<file path="config.mk">
export PLATFORM = sky130hd
export DESIGN_NAME = hall_speed_scheduler
export DESIGN_NICKNAME = d
export VERILOG_FILES = /design/src/rtl/hall_pkg.sv /design/src/rtl/hall_edge_counter.sv /design/src/rtl/hall_speed_scheduler.sv
export SDC_FILE = /design/constraint.sdc
export NUM_CORES = 1
export LEC_CHECK = 0
export BUFFER_PORTS_ARGS = -buffer_cell sky130_fd_sc_hd__buf_2
export CAP_MARGIN = 20
export CELL_PAD_IN_SITES_DETAIL_PLACEMENT = 1
export CELL_PAD_IN_SITES_GLOBAL_PLACEMENT = 2
export CORE_ASPECT_RATIO = 2
export CORE_MARGIN = 10
export CORE_UTILIZATION = 35
export CTS_CLUSTER_DIAMETER = 50
export DETAILED_ROUTE_END_ITERATION = 8
export GPL_TIMING_DRIVEN = 0
export PLACE_DENSITY_LB_ADDON = 0.1
export SETUP_SLACK_MARGIN = 0.02
export SLEW_MARGIN = 20
export SYNTH_ARGS = -nofsm -noshare
export SYNTH_HDL_FRONTEND = slang
export SYNTH_SLANG_ARGS = --single-unit
</file>
<file path="constraint.sdc">
create_clock -name CLK -period 2 [get_ports CLK]
set_input_delay 0.2 -clock CLK [delete_from_list [all_inputs] [get_ports CLK]]
set_output_delay 0.2 -clock CLK [all_outputs]
set_load 0.05 [all_outputs]
</file>
<file path="src/rtl/hall_pkg.sv">
// hall_pkg: shared definitions for the hall speed scheduler.
//   state_e        drain FSM states (S_COUNT, S_DRAIN)
//   HALL_ILLEGAL_* hall triplets that no healthy sensor produces
//   clog2          width helper for elaboration-time sizing
package hall_pkg;

    typedef enum logic {
        S_COUNT = 1'b0,
        S_DRAIN = 1'b1
    } state_e;

    localparam logic [2:0] HALL_ILLEGAL_0 = 3'b000;
    localparam logic [2:0] HALL_ILLEGAL_1 = 3'b111;

    function automatic int clog2(input int v);
        int r;
        r = 0;
        while ((1 << r) < v) r = r + 1;
        return r;
    endfunction

endpackage

</file>
<file path="src/rtl/hall_edge_counter.sv">
// hall_edge_counter: per-motor hall front end.
//   2-flop synchroniser on the raw triplet, one prev stage, transition detect,
//   saturating edge counter cleared on the gate tick (loads 1 if an edge lands
//   on the tick cycle, so that edge belongs to the next window).
// Ports:
//   clk_i, rst_ni   clock, synchronous active-low reset
//   en_i            measurement enable; counter held at 0 when low
//   tick_i          last cycle of the gate window
//   hall_i[2:0]     asynchronous hall triplet
//   cnt_o           edges seen so far in the current window
//   fault_o         (HALL_FAULT_EN only) synced triplet is 000 or 111
// Macro: HALL_FAULT_EN adds fault_o and excludes edges into/out of illegal states.
import hall_pkg::*;

module hall_edge_counter #(
    parameter int CNT_W = 8
) (
    input  logic             clk_i,
    input  logic             rst_ni,
    input  logic             en_i,
    input  logic             tick_i,
    input  logic [2:0]       hall_i,
    output logic [CNT_W-1:0] cnt_o
`ifdef HALL_FAULT_EN
   ,output logic             fault_o
`endif
);

    localparam logic [CNT_W-1:0] CNT_MAX = '1;
    localparam logic [CNT_W-1:0] CNT_ONE = CNT_W'(1);

    logic [2:0]       s1_q, s2_q, prev_q;
    logic [CNT_W-1:0] cnt_q, cnt_d;
    logic             trans;

`ifdef HALL_FAULT_EN
    logic fault_q;
    logic ill_cur, ill_prev;

    assign ill_cur  = (s2_q == HALL_ILLEGAL_0) || (s2_q == HALL_ILLEGAL_1);
    assign ill_prev = (prev_q == HALL_ILLEGAL_0) || (prev_q == HALL_ILLEGAL_1);
    assign trans    = (s2_q != prev_q) && !ill_cur && !ill_prev;
    assign fault_o  = fault_q;

    always_ff @(posedge clk_i) begin
        if (!rst_ni) fault_q <= 1'b0;
        else         fault_q <= ill_cur;
    end
`else
    assign trans = (s2_q != prev_q);
`endif

    always_comb begin
        cnt_d = cnt_q;
        if (!en_i)
            cnt_d = '0;
        else if (tick_i)
            cnt_d = trans ? CNT_ONE : '0;
        else if (trans && (cnt_q != CNT_MAX))
            cnt_d = cnt_q + CNT_ONE;
    end

    always_ff @(posedge clk_i) begin
        if (!rst_ni) begin
            s1_q   <= '0;
            s2_q   <= '0;
            prev_q <= '0;
            cnt_q  <= '0;
        end else begin
            s1_q   <= hall_i;
            s2_q   <= s1_q;
            prev_q <= s2_q;
            cnt_q  <= cnt_d;
        end
    end

    assign cnt_o = cnt_q;

endmodule

</file>
<file path="src/rtl/hall_speed_scheduler.sv">
// hall_speed_scheduler: shared gate timer, per-motor hall edge counters,
// window snapshot and round-robin valid/ready drain of the counts.
// Ports:
//   CLK, RST          clock, synchronous active-low reset
//   EN                measurement enable (timer/counters held at 0 when low)
//   H                 hall inputs, motor m on H[3m+2:3m]
//   SPD_VALID/READY   drain stream handshake
//   SPD_ID, SPD_CNT   motor index and its edge count from the last window
//   WIN_TICK          pulse on the last cycle of each window
//   OVERRUN           sticky: a window ended while a drain was still running
//   FAULT             (HALL_FAULT_EN only) per-motor illegal-triplet flag
// Macro: HALL_FAULT_EN enables hall fault detection and the FAULT port.
import hall_pkg::*;

module hall_speed_scheduler #(
    parameter int N_MOTORS      = 4,
    parameter int WINDOW_CYCLES = 500000,
    parameter int CNT_W         = 8,
    localparam int ID_W         = (N_MOTORS > 1) ? clog2(N_MOTORS) : 1
) (
    input  logic                  CLK,
    input  logic                  RST,
    input  logic                  EN,
    input  logic [3*N_MOTORS-1:0] H,
    output logic                  SPD_VALID,
    input  logic                  SPD_READY,
    output logic [ID_W-1:0]       SPD_ID,
    output logic [CNT_W-1:0]      SPD_CNT,
    output logic                  WIN_TICK,
    output logic                  OVERRUN
`ifdef HALL_FAULT_EN
   ,output logic [N_MOTORS-1:0]   FAULT
`endif
);

    localparam int              TMR_W    = clog2(WINDOW_CYCLES);
    localparam logic [TMR_W-1:0] TMR_LAST = TMR_W'(WINDOW_CYCLES - 1);
    localparam logic [ID_W-1:0]  ID_LAST  = ID_W'(N_MOTORS - 1);

    logic [TMR_W-1:0]                timer_q;
    logic                            win_tick;
    logic [N_MOTORS-1:0][CNT_W-1:0]  cnt;
    logic [N_MOTORS-1:0][CNT_W-1:0]  snap_q;

    state_e           state_q;
    logic             valid_q;
    logic [ID_W-1:0]  idx_q;
    logic [ID_W-1:0]  nxt_idx;
    logic [CNT_W-1:0] spd_cnt_q;
    logic             ovr_q;
    logic             hs;
    logic             last;

    // ---------------- gate timer ----------------
    assign win_tick = EN && (timer_q == TMR_LAST);

    always_ff @(posedge CLK) begin
        if (!RST)                 timer_q <= '0;
        else if (!EN || win_tick) timer_q <= '0;
        else                      timer_q <= timer_q + 1'b1;
    end

    // ---------------- per-motor counters ----------------
    for (genvar g = 0; g < N_MOTORS; g++) begin : g_mot
        hall_edge_counter #(.CNT_W(CNT_W)) u_cnt (
            .clk_i   (CLK),
            .rst_ni  (RST),
            .en_i    (EN),
            .tick_i  (win_tick),
            .hall_i  (H[3*g +: 3]),
            .cnt_o   (cnt[g])
`ifdef HALL_FAULT_EN
           ,.fault_o (FAULT[g])
`endif
        );
    end

    // ---------------- drain FSM ----------------
    assign hs      = valid_q && SPD_READY;
    assign last    = (idx_q == ID_LAST);
    assign nxt_idx = idx_q + 1'b1;

    always_ff @(posedge CLK) begin
        if (!RST) begin
            state_q   <= S_COUNT;
            valid_q   <= 1'b0;
            idx_q     <= '0;
            spd_cnt_q <= '0;
            ovr_q     <= 1'b0;
            snap_q    <= '0;
        end else begin
            case (state_q)
                S_COUNT: begin
                    if (win_tick) begin
                        snap_q    <= cnt;
                        state_q   <= S_DRAIN;
                        valid_q   <= 1'b1;
                        idx_q     <= '0;
                        spd_cnt_q <= cnt[0];
                    end
                end
                S_DRAIN: begin
                    if (hs && last) begin
                        // drain just finished: a coincident tick starts the next drain
                        if (win_tick) begin
                            snap_q    <= cnt;
                            idx_q     <= '0;
                            spd_cnt_q <= cnt[0];
                        end else begin
                            state_q   <= S_COUNT;
                            valid_q   <= 1'b0;
                            idx_q     <= '0;
                            spd_cnt_q <= '0;
                        end
                    end else begin
                        // snapshot is still being read out: drop the new window
                        if (win_tick) ovr_q <= 1'b1;
                        if (hs) begin
                            idx_q     <= nxt_idx;
                            spd_cnt_q <= snap_q[nxt_idx];
                        end
                    end
                end
                default: state_q <= S_COUNT;
            endcase
        end
    end

    assign SPD_VALID = valid_q;
    assign SPD_ID    = idx_q;
    assign SPD_CNT   = spd_cnt_q;
    assign WIN_TICK  = win_tick;
    assign OVERRUN   = ovr_q;

endmodule
</file>
After elaboration in Yosys (flattened, before gate mapping)
Cells that the tools add are included.
{ "totals": {"register_bits": 132, "elab_cells": 101} }
{ "op_classes": {"n_bitwise": 3, "n_addsub": 6, "n_eq_ne": 14, "mux": 33, "order_cmp": 1, "reduce_logical": 18} }
{ "op_table": {"columns": ["operator", "count"], "rows": [
  ["2-to-1 mux 8 bit", 13],
  ["2-to-1 mux 32 bit", 2],
  ["case mux 32 bit (2 select lines)", 1],
  ["adder 8 x 1 -> 8 bit, second input constant", 4],
  ["inequality test 8 bit, second input constant", 4],
  ["adder 19 x 1 -> 19 bit, second input constant", 1],
  ["equality test 19 bit, second input constant", 1],
  ["binary-select mux 8 bit (select 2 bit)", 1],
  ["case mux 8 bit (2 select lines)", 1],
  ["inequality test 3 bit", 4],
  ["2-to-1 mux 1 bit", 9],
  ["nonzero test 2 bit", 4],
  ["logical AND 1 bit", 7],
  ["2-to-1 mux 2 bit", 3],
  ["AND reduction 3 bit", 2],
  ["inequality test 2 bit, second input constant", 2],
  ["case mux 1 bit (2 select lines)", 2],
  ["case mux 2 bit (2 select lines)", 1],
  ["AND reduction 2 bit", 2],
  ["less-than comparator 2 x 3 -> 1 bit, second input constant", 1],
  ["inequality test 3 x 1 -> 1 bit, second input constant", 1],
  ["NOT 1 bit", 3],
  ["adder 2 x 1 -> 2 bit, second input constant", 1],
  ["equality test 2 bit, second input constant", 1],
  ["other kinds (4)", 4]
]} }

Depth between registers and ports, before layout
Gate-level depths: netlist (run 1).
{ "logic_depth": {"depth_word": 6, "mapped_depth": 8, "ltp_nobuf": 6} }

Hierarchy
Synthesis (run 1) repeated with hierarchy kept, for this count alone.
{ "hier_totals": {"cells_unflattened": 631, "hier_area_um2": 5911.9} }
{ "by_module_without_submodules": {"columns": ["module", "cells_per_inst", "area_per_inst_um2", "seq_area_each_um2", "n_inst"], "rows": [
  ["hall_speed_scheduler", 331, 3069.2, 1281.2, 1],
  ["hall_edge_counter", 75, 710.7, 340.3, 4]
]} }

Worst setup path after synthesis (run 1)
OpenSTA, ideal clock, no wires.
{ "synth_path": {"path_type": "reg2reg", "start": "reg timer_q[7]", "end": "reg valid_q, in the netlist SPD_VALID", "setup_ps": 62, "stages_incl_launch_ff": 5, "period_less_slack_ps": 2970, "t_required_ps": 1938, "path_buffers": 0, "t_arrival_ps": 2908, "path_slack_ps": -970, "path_cell_list": "dfxtp_1 or4_1 or4_4 nor3_1 o221a_2"} }
{ "synth_via": {"elab_chain_len": 4} }
{ "synth_lines": {"columns": ["element", "line", "rtl"], "rows": [
  ["start: declaration", "hall_speed_scheduler.sv:40", "logic [TMR_W-1:0] timer_q;"],
  ["start signal: assignment", "hall_speed_scheduler.sv:60", "else timer_q <= timer_q + 1'b1;"],
  ["equality test 19 bit *", "hall_speed_scheduler.sv:55", "assign win_tick = EN && (timer_q == TMR_LAST);"],
  ["logical AND 1 bit *", "hall_speed_scheduler.sv:55", null],
  ["net WIN_TICK", "hall_speed_scheduler.sv:29", "output logic WIN_TICK,"],
  ["inequality test 2 bit (no line)", null, null],
  ["AND reduction 3 bit (no line) *", null, null],
  ["end signal: assignment", "hall_speed_scheduler.sv:86", "valid_q <= 1'b0;"],
  ["end signal: assignment", "hall_speed_scheduler.sv:97", "valid_q <= 1'b1;"],
  ["end signal: assignment", "hall_speed_scheduler.sv:111", "valid_q <= 1'b0;"],
  ["end: declaration", "hall_speed_scheduler.sv:46", "logic valid_q;"]
]} }
Mark *: on every way through the listed nets, which the timed path passes. The rest lies on a longest branch.
A chain may end at the register's enable or synchronous reset.

Worst setup path in the final report (run 1)
{ "layout_path": {"start": "reg timer_q[7]", "end": "out WIN_TICK"} }
{ "layout_via": {"elab_chain_len": 2} }
{ "layout_lines": {"columns": ["element", "line"], "rows": [
  ["equality test 19 bit", "hall_speed_scheduler.sv:55"],
  ["logical AND 1 bit", "hall_speed_scheduler.sv:55"],
  ["end: declaration", "hall_speed_scheduler.sv:29"]
]} }
Every way passes these cells.

==> results of run 1 <==
## what timing repair did
item	CTS	global route
gates cloned	0	1
gates resized for setup	28	32
hold buffers	12	0
hold endpoints to repair	12	0
pin swaps	7	11
buffers inserted	9	6
endpoints found under the setup margin	91	87
## registers in the layout, indices dropped and copies added (netlist names)
| signal | count |
|---|---|
| OVERRUN | 1 |
| SPD_CNT | 8 |
| SPD_ID | 2 |
| SPD_VALID | 1 |
| g_mot.u_cnt.cnt_o | 32 |
| g_mot.u_cnt.prev_q | 12 |
| g_mot.u_cnt.s1_q | 12 |
| g_mot.u_cnt.s2_q | 12 |
| snap_q | 32 |
| state_q | 1 |
| timer_q | 19 |
## worst paths after layout
| path | startpoint | to | slack (ps) | cells after the start |
|---|---|---|---|---|
| min | EN | timer_q[4] | 150 | 3 |
| min reg2reg | g_mot[0].u_cnt.s1_q[1] | g_mot[0].u_cnt.s2_q[1] | 430 | 1 |
| max | timer_q[7] | WIN_TICK | -490 | 4 |
| max reg2reg | timer_q[7] | SPD_CNT[3] | -400 | 7 |
## where the power goes
group | total (W) | internal (W) | switching (W) | leakage (nW)
Sequential | 0.00269 | 0.00266 | 0.0000242 | 1.08
Clock | 0.00340 | 0.00213 | 0.00128 | 0.313
Combinational | 0.000238 | 0.0000910 | 0.000147 | 1.16
## metrics by stage
stage	utilization, %	setup slack, ps	hold slack, ps	power (W)	cell area [µm²]
floorplan	-	-198	327	0.00287	5470
global placement	38.3	-719	408	0.00296	5850
detailed placement	38.4	-819	411	0.00297	5870
CTS	44.4	-505	146	0.00642	6790
global route	45.2	-545	160	0.00657	6920
finish	45.2	-486	154	0.00633	6920
## critical path, cell delays in order, from the launching register on
cell,delay (ps)
dfxtp_4,360
or4_4,520
or4_4,590
nor3_4,200
buf_6,180
## routing by layer
| layer | vias to the layer above | share of wire [%] | wire, µm | GRT usage [%] |
|---|---|---|---|---|
| met5 | - | 0 | 0 | 0 |
| met4 | 0 | 3.3 | 518 | 8.25 |
| met3 | 24 | 2.8 | 436 | 2.71 |
| met2 | 63 | 59 | 9400 | 31.2 |
| met1 | 2213 | 34 | 5450 | 14.3 |
| li1 | 2225 | - | - | - |
## synthesized netlist by cell type, types with 3 or more instances
| library cell | count |
|---|---|
| a211oi_1 | 4 |
| a21oi_1 | 8 |
| a221oi_1 | 9 |
| and2_1 | 39 |
| and3_1 | 13 |
| and4_1 | 8 |
| buf_6 | 3 |
| clkbuf_1 | 26 |
| dfxtp_1 | 132 |
| ha_1 | 6 |
| inv_1 | 4 |
| mux2i_1 | 3 |
| mux4_4 | 8 |
| nand2_1 | 55 |
| nand3_1 | 54 |
| nand4_1 | 11 |
| nor2_1 | 64 |
| nor3_1 | 13 |
| nor3b_1 | 3 |
| nor4_1 | 4 |
| nor4b_1 | 3 |
| o21a_1 | 4 |
| o21ai_0 | 47 |
| xnor2_1 | 30 |
| xor2_1 | 19 |
## layout make-up
| type | instances | share of cell area [%] |
|---|---|---|
| clock inverter | 15 | 3.13 |
| multi-input combinational | 424 | 40.4 |
| buffer | 32 | 2.53 |
| tap | 198 | 3.58 |
| timing repair buffer | 54 | 5.46 |
| inverter | 4 | 0.217 |
| clock buffer | 17 | 6.15 |
| sequential | 132 | 38.6 |
## logic make-up after synthesis
logic type                 count (synthesis)
DFF                                      132
AOI/OAI and AO/OA                         81
buffers and inverters                     37
adders and majority gates                  6
muxes                                     11
and+or+nand+nor                          276
xor gates and xnor gates                  49
==> results.json, run 1 <==
{
  "clkSinkCount": 132,
  "pwr_density_cell_mw_per_mm2": 915,
  "async_flop_share_pct": 0,
  "drc_errors": 0,
  "mostFrequentLayoutCells": "123 x dfxtp_1, 64 x nor2_1, 54 x nand3_1, 53 x nand2_1, 45 x o21ai_0",
  "synth.mux.area_fraction_pct": 4.22,
  "cts-root-buf": "clkbuf_16",
  "wl_per_cell_um": 18.0,
  "yosys-top-cells-area": "dfxtp_1 48%, nand3_1 5.0%, xnor2_1 4.8%, and2_1 4.5%, nor2_1 4.4%",
  "cts.path.max_buffers": 2,
  "setup_viol": 10,
  "wirelength_um": 15800,
  "cts_made_buffers": 17,
  "area_growth_pct": 26.8,
  "crit_arrival_ps": 2290,
  "synth_compound_gate_area_share_pct": 9.39,
  "min_path_type": "input pin to flip-flop",
  "start_util_pct": 35.7,
  "finalHoldViolCount": 0,
  "yosysUniqueCellTypes": 45,
  "maxCapViolCount": 0,
  "critical_path_class": "flip-flop to output port",
  "synth_flop_cell": "dfxtp_1",
  "initialDrtViolationCount": 112,
  "ys_seq_area_share_pct": 48.5,
  "vias": 4525,
  "syn-cell-area_mm2": 0.00545,
  "fp-row-count": 64,
  "worstMarginPinSlew_ps": 619,
  "grt_pass1_wl_um": 25800,
  "ir_worst_vdd_mv": 0.611,
  "fill_cells": 1785,
  "synthSimpleGateAreaFrac_pct": 25.6,
  "clk_latency_ps": 420,
  "violations": "negative setup slack",
  "rsz0062_at_grt": "yes",
  "clk_pin_slew_worst_paths_ps": 60,
  "cp-start-kind": "flip-flop",
  "cts_tree": "yes",
  "crit_path_end_kind": "output port",
  "synth_top_family_by_area": "simple AND/OR/NAND/NOR gates",
  "antenna_left": 0,
  "place_congestion": 0.824,
  "io-pin-count": 29,
  "antenna_found_initial": 0,
  "syn_inst": 592,
  "p_leak_nw": 2.55,
  "coreArea_mm2": 0.0153,
  "yosys_register_bits": 132,
  "placed_cells": 818,
  "multi_input_area_mm2": 0.00279,
  "max_freq_mhz": 402,
  "first_pass_iters": 4,
  "worst_slack_ps": -486,
  "cp_max_fo": 5,
  "period_needed_ps": 2490,
  "status": "finished, violations left",
  "grt-ovfl-total": 0,
  "fin_cells": 876,
  "syn-num-nets": 614,
  "vias_per_cell": 5.17,
  "grt_pass1_vias": 4944,
  "slew_violations": 0,
  "yosys.area.top_type": "dfxtp_1",
  "final_common_cell": "dfxtp_1",
  "dieArea_mm2": 0.0213,
  "die_w_um": 108,
  "synth-xor-area-share_pct": 7.87,
  "finalNetCount": 687,
  "synth_adder_area_share_pct": 1.38,
  "required_ps": 1800,
  "max_slew_margin_pct": 58.7,
  "htreeDepth": 4,
  "synth_top_area_share_pct": 48.5,
  "track_usage_pct": 15.7,
  "dp.final_hpwl_um": 11800,
  "finClkSkew_ps": 8.60,
  "finalCritPeriodShare_pct": 124,
  "grt_max_degree": 17,
  "yosysWarnings": 0,
  "final_layout_size_suffix_gt1_share_pct": 19.0,
  "syn_avg_cell_area_um2": 9.21,
  "synth_edf_count": 0,
  "die_h_um": 197,
  "seqCellArea_mm2": 0.00267,
  "setup_tns_ps": -3600,
  "antenna_cells": 0,
  "io_buffers": 27
}
Note: power is estimated with default switching activity, not from simulation.
==> run 2: changes to the inputs <==
- SETUP_SLACK_MARGIN: 0.02 -> 0.2
==> results.json, run 2 (synthesis gave the netlist of run 1 again) <==
{
  "cts_made_buffers": 17,
  "worstMarginPinSlew_ps": 612,
  "cts_tree": "yes",
  "max_freq_mhz": 399,
  "die_h_um": 197,
  "die_w_um": 108,
  "drc_errors": 0,
  "final_common_cell": "dfxtp_1",
  "power_frac_clock_pct": 53.7,
  "fill_cells": 1781,
  "grt_max_degree": 17,
  "slew_violations": 0,
  "mostFrequentLayoutCells": "123 x dfxtp_1, 64 x nor2_1, 54 x nand3_1, 53 x nand2_1, 47 x o21ai_0",
  "setup_viol": 12,
  "cp_max_fo": 3,
  "ir_worst_vdd_mv": 0.611,
  "max_slew_margin_pct": 59.2,
  "pwr_density_cell_mw_per_mm2": 910,
  "htreeDepth": 4,
  "clk_pin_slew_worst_paths_ps": 60,
  "area_growth_pct": 27.5,
  "place_congestion": 0.824,
  "finalNetCount": 689,
  "start_util_pct": 35.7,
  "vias": 4546,
  "wirelength_um": 16000,
  "intPower_w": 0.00488,
  "fin_util_pct": 45.5,
  "violations": "negative setup slack",
  "maxCapViolCount": 0,
  "power_switching_w": 0.00144,
  "finalHoldViolCount": 0,
  "initialDrtViolationCount": 150,
  "period_needed_ps": 2500,
  "final_layout_size_suffix_gt1_share_pct": 19.0,
  "clkSinkCount": 132,
  "antenna_found_initial": 0,
  "p_seq_share_pct": 42.5,
  "cp-start-kind": "flip-flop",
  "antenna_cells": 0,
  "dp.final_hpwl_um": 11800,
  "first_pass_iters": 4,
  "track_usage_pct": 16.0,
  "io-pin-count": 29,
  "crit_path_end_kind": "output port",
  "grt_pass1_wl_um": 26300,
  "dieArea_mm2": 0.0213,
  "io_buffers": 27,
  "min_path_type": "input pin to flip-flop",
  "required_ps": 1800,
  "grt_pass1_vias": 4997,
  "p_leak_nw": 2.56,
  "crit_arrival_ps": 2300,
  "finalCritPeriodShare_pct": 125,
  "grt-ovfl-total": 0,
  "critical_path_class": "flip-flop to output port",
  "wl_per_cell_um": 18.2,
  "finClkSkew_ps": 8.03,
  "vias_per_cell": 5.18,
  "coreArea_mm2": 0.0153,
  "fp-row-count": 64,
  "status": "finished, violations left",
  "worst_slack_ps": -504,
  "clk_latency_ps": 420,
  "p_comb_share_pct": 3.8,
  "cts-root-buf": "clkbuf_16",
  "rsz0062_at_grt": "yes",
  "p_total_w": 0.00633,
  "swShare_pct": 22.8,
  "antenna_left": 0,
  "cts.path.max_buffers": 2
}
run 2: cell count changes in the layout (fill, tap and decap cells not counted), sizes merged:
cell / delta
clkbuf: +2
run 2: final timing paths:
path	startpoint	end	slack, ps	cells after the start
max reg2reg	timer_q[10]	SPD_CNT[4]	-420	7
max	timer_q[10]	WIN_TICK	-500	4
min	EN	timer_q[4]	150	3
min reg2reg	g_mot[0].u_cnt.s1_q[1]	g_mot[0].u_cnt.s2_q[1]	430	1
run 2: layout make-up:
| class | count | area [µm²] | share of cell area [%] |
|---|---|---|---|
| Buffer | 33 | 180 | 2.59 |
| Tap cell | 198 | 248 | 3.56 |
| Multi-Input combinational cell | 424 | 2810 | 40.4 |
| Sequential cell | 132 | 2660 | 38.3 |
| Inverter | 4 | 15.0 | 0.216 |
| Timing Repair Buffer | 55 | 397 | 5.70 |
| Clock buffer | 17 | 425 | 6.12 |
| Clock inverter | 15 | 216 | 3.11 |
run 2: metal layers:
layer  track usage [%]  share of wire, %
met2              31.9                59
met1              14.4                34
met3              2.65               2.9
met5                 0                 0
met4              8.25               3.4
run 2: power groups by stage:
stage          Sequential [W]  Combinational (W)  Clock [W]
2_1_floorplan         0.00274           0.000132          0
5_1_grt               0.00269           0.000271    0.00361
4_1_cts               0.00269           0.000247    0.00349
3_3_place_gp          0.00275           0.000208          0
6_report              0.00269           0.000242    0.00340
3_5_place_dp          0.00275           0.000218          0
run 2: metrics by stage:
| step | std cells | area (µm²) | hold slack (ps) | TNS [ps] | setup WS [ps] |
|---|---|---|---|---|---|
| 2_1_floorplan | 592 | 5470 | 327 | -892 | -198 |
| 3_3_place_gp | 817 | 5850 | 408 | -35510 | -719 |
| 3_5_place_dp | 818 | 5870 | 411 | -39670 | -819 |
| 4_1_cts | 875 | 6870 | 146 | -3400 | -505 |
| 5_1_grt | 878 | 6950 | 160 | -14190 | -548 |
| 6_report | 878 | 6950 | 146 | -3840 | -504 |
run 2: worst max-delay path: stages (launching register included):
cell and delay (ps):
dfxtp_4 350, or4b_1 520, or4_4 600, nor3_4 230, buf_6 190
run 2: timing repair:
item | in CTS | in global routing
endpoints found under the setup margin | 95 | 95
hold buffers | 12 | 0
endpoints found under the hold margin | 12 | 0
gates resized for setup | 40 | 12
pin swaps | 12 | 8
buffers inserted | 12 | 3
cloned | 1 | 0
==> run 3: changes to the inputs <==
- CORE_UTILIZATION: 35 -> 38
- clock period: 2 -> 2.41 ns (I/O delays scaled with it)
==> results.json, run 3 (synthesis gave the netlist of run 1 again) <==
{
  "max_freq_mhz": 405,
  "htreeDepth": 4,
  "place_ws_ps": -362,
  "start_util_pct": 39.0,
  "initialDrtViolationCount": 174,
  "antenna_left": 0,
  "setup_viol": 1,
  "cts-root-buf": "clkbuf_16",
  "final_common_cell": "dfxtp_1",
  "io-pin-count": 29,
  "wl_per_cell_um": 17.7,
  "cts_tree": "yes",
  "clk_latency_ps": 420,
  "grt-ovfl-total": 0,
  "final_layout_size_suffix_gt1_share_pct": 16.2,
  "fp-row-count": 61,
  "status": "finished, violations left",
  "finalCritPeriodShare_pct": 103,
  "pwr_density_cell_mw_per_mm2": 741,
  "finalNetCount": 670,
  "drc_errors": 0,
  "wirelength_um": 15000,
  "dp.final_hpwl_um": 11600,
  "die_w_um": 105,
  "place_congestion": 0.816,
  "rsz0062_at_grt": "yes",
  "mostFrequentLayoutCells": "128 x dfxtp_1, 64 x nor2_1, 54 x nand3_1, 53 x nand2_1, 47 x o21ai_0",
  "cp_max_fo": 2,
  "clk_pin_slew_worst_paths_ps": 70,
  "min_path_type": "input pin to flip-flop",
  "vias": 4447,
  "fin_util_pct": 46.9,
  "violations": "negative setup slack",
  "vias_per_cell": 5.23,
  "crit_arrival_ps": 2230,
  "dieArea_mm2": 0.0198,
  "worst_slack_ps": -61.6,
  "fill_cells": 1658,
  "antenna_cells": 0,
  "finalHoldViolCount": 0,
  "fin_cells": 850,
  "clkSinkCount": 132,
  "slew_violations": 0,
  "period_needed_ps": 2470,
  "max_slew_margin_pct": 59.3,
  "cts.path.max_buffers": 2,
  "crit_path_end_kind": "output port",
  "cp-start-kind": "flip-flop",
  "maxCapViolCount": 0,
  "grt_max_degree": 17,
  "placed_cells": 809,
  "grt_pass1_wl_um": 25100,
  "worstMarginPinSlew_ps": 610,
  "track_usage_pct": 16.0,
  "critical_path_class": "flip-flop to output port",
  "required_ps": 2170,
  "p_leak_nw": 2.40,
  "ir_worst_vdd_mv": 0.415,
  "finClkSkew_ps": 9.98,
  "first_pass_iters": 4,
  "die_h_um": 189,
  "cts_made_buffers": 17,
  "coreArea_mm2": 0.0140,
  "area_growth_pct": 20.2,
  "antenna_found_initial": 0,
  "io_buffers": 27,
  "grt_pass1_vias": 4926
}
==> run 3: final cells by class <==
cell class                 count  area (µm²)  share of cell area, %
buffer                        33         161                   2.46
sequential                   132        2650                   40.5
multi-input combinational    423        2710                   41.3
inverter                       4        15.0                  0.229
clock buffer                  17         425                   6.49
clock inverter                15         138                   2.10
timing repair buffer          37         220                   3.36
tap                          189         236                   3.61
==> run 3: per-stage QoR <==
step	instance area [µm²]	power [W]	setup TNS (ps)	hold slack, ps
global placement	5840	0.00245	-11040	413
detailed placement	5850	0.00246	-11430	421
finish	6560	0.00486	-61.6	21.7
global route	6560	0.00506	-131	15.8
CTS	6540	0.00493	-110	13.5
floorplan	5460	0.00239	0	368
==> run 3: per-layer routing <==
layer	part of all wire, %	vias to the layer above	track usage (%)	wire length, µm
met5	0	-	0	0
li1	-	2182	-	-
met4	3.4	0	7.96	514
met2	58	62	32.1	8750
met3	2.4	27	2.93	360
met1	36	2176	14.6	5380
==> run 3: critical path, cell delays in order (launching register included) <==
cell	delay [ps]
dfxtp_4	340
or4b_1	510
or4_4	580
nor3_4	200
buf_6	180
==> run 3: timing repair <==
action	CTS	global route
setup endpoints to repair	77	82
buffers inserted	8	1
gates resized for setup	19	6
pin swaps	6	7
hold buffers	0	0
hold endpoints to repair	0	0
gates cloned	0	0
==> run 3: path summary, 6_finish.rpt <==
| kind | startpoint | to | slack, ps | cells after the start |
|---|---|---|---|---|
| setup / recovery | timer_q[5] | WIN_TICK | -60 | 4 |
| hold / removal | H[8] | g_mot[2].u_cnt.s1_q[2] | 20 | 2 |
| setup reg to reg | timer_q[5] | SPD_CNT[7] | 60 | 7 |
| hold reg to reg | g_mot[1].u_cnt.s1_q[0] | g_mot[1].u_cnt.s2_q[0] | 430 | 1 |
==> run 3: where the power goes <==
part	switching [W]	internal, W	leakage, nW
sequential	0.0000192	0.00221	1.07
combinational	0.000115	0.0000601	1.06
clock	0.00109	0.00136	0.269
total	0.00123	0.00363	2.40
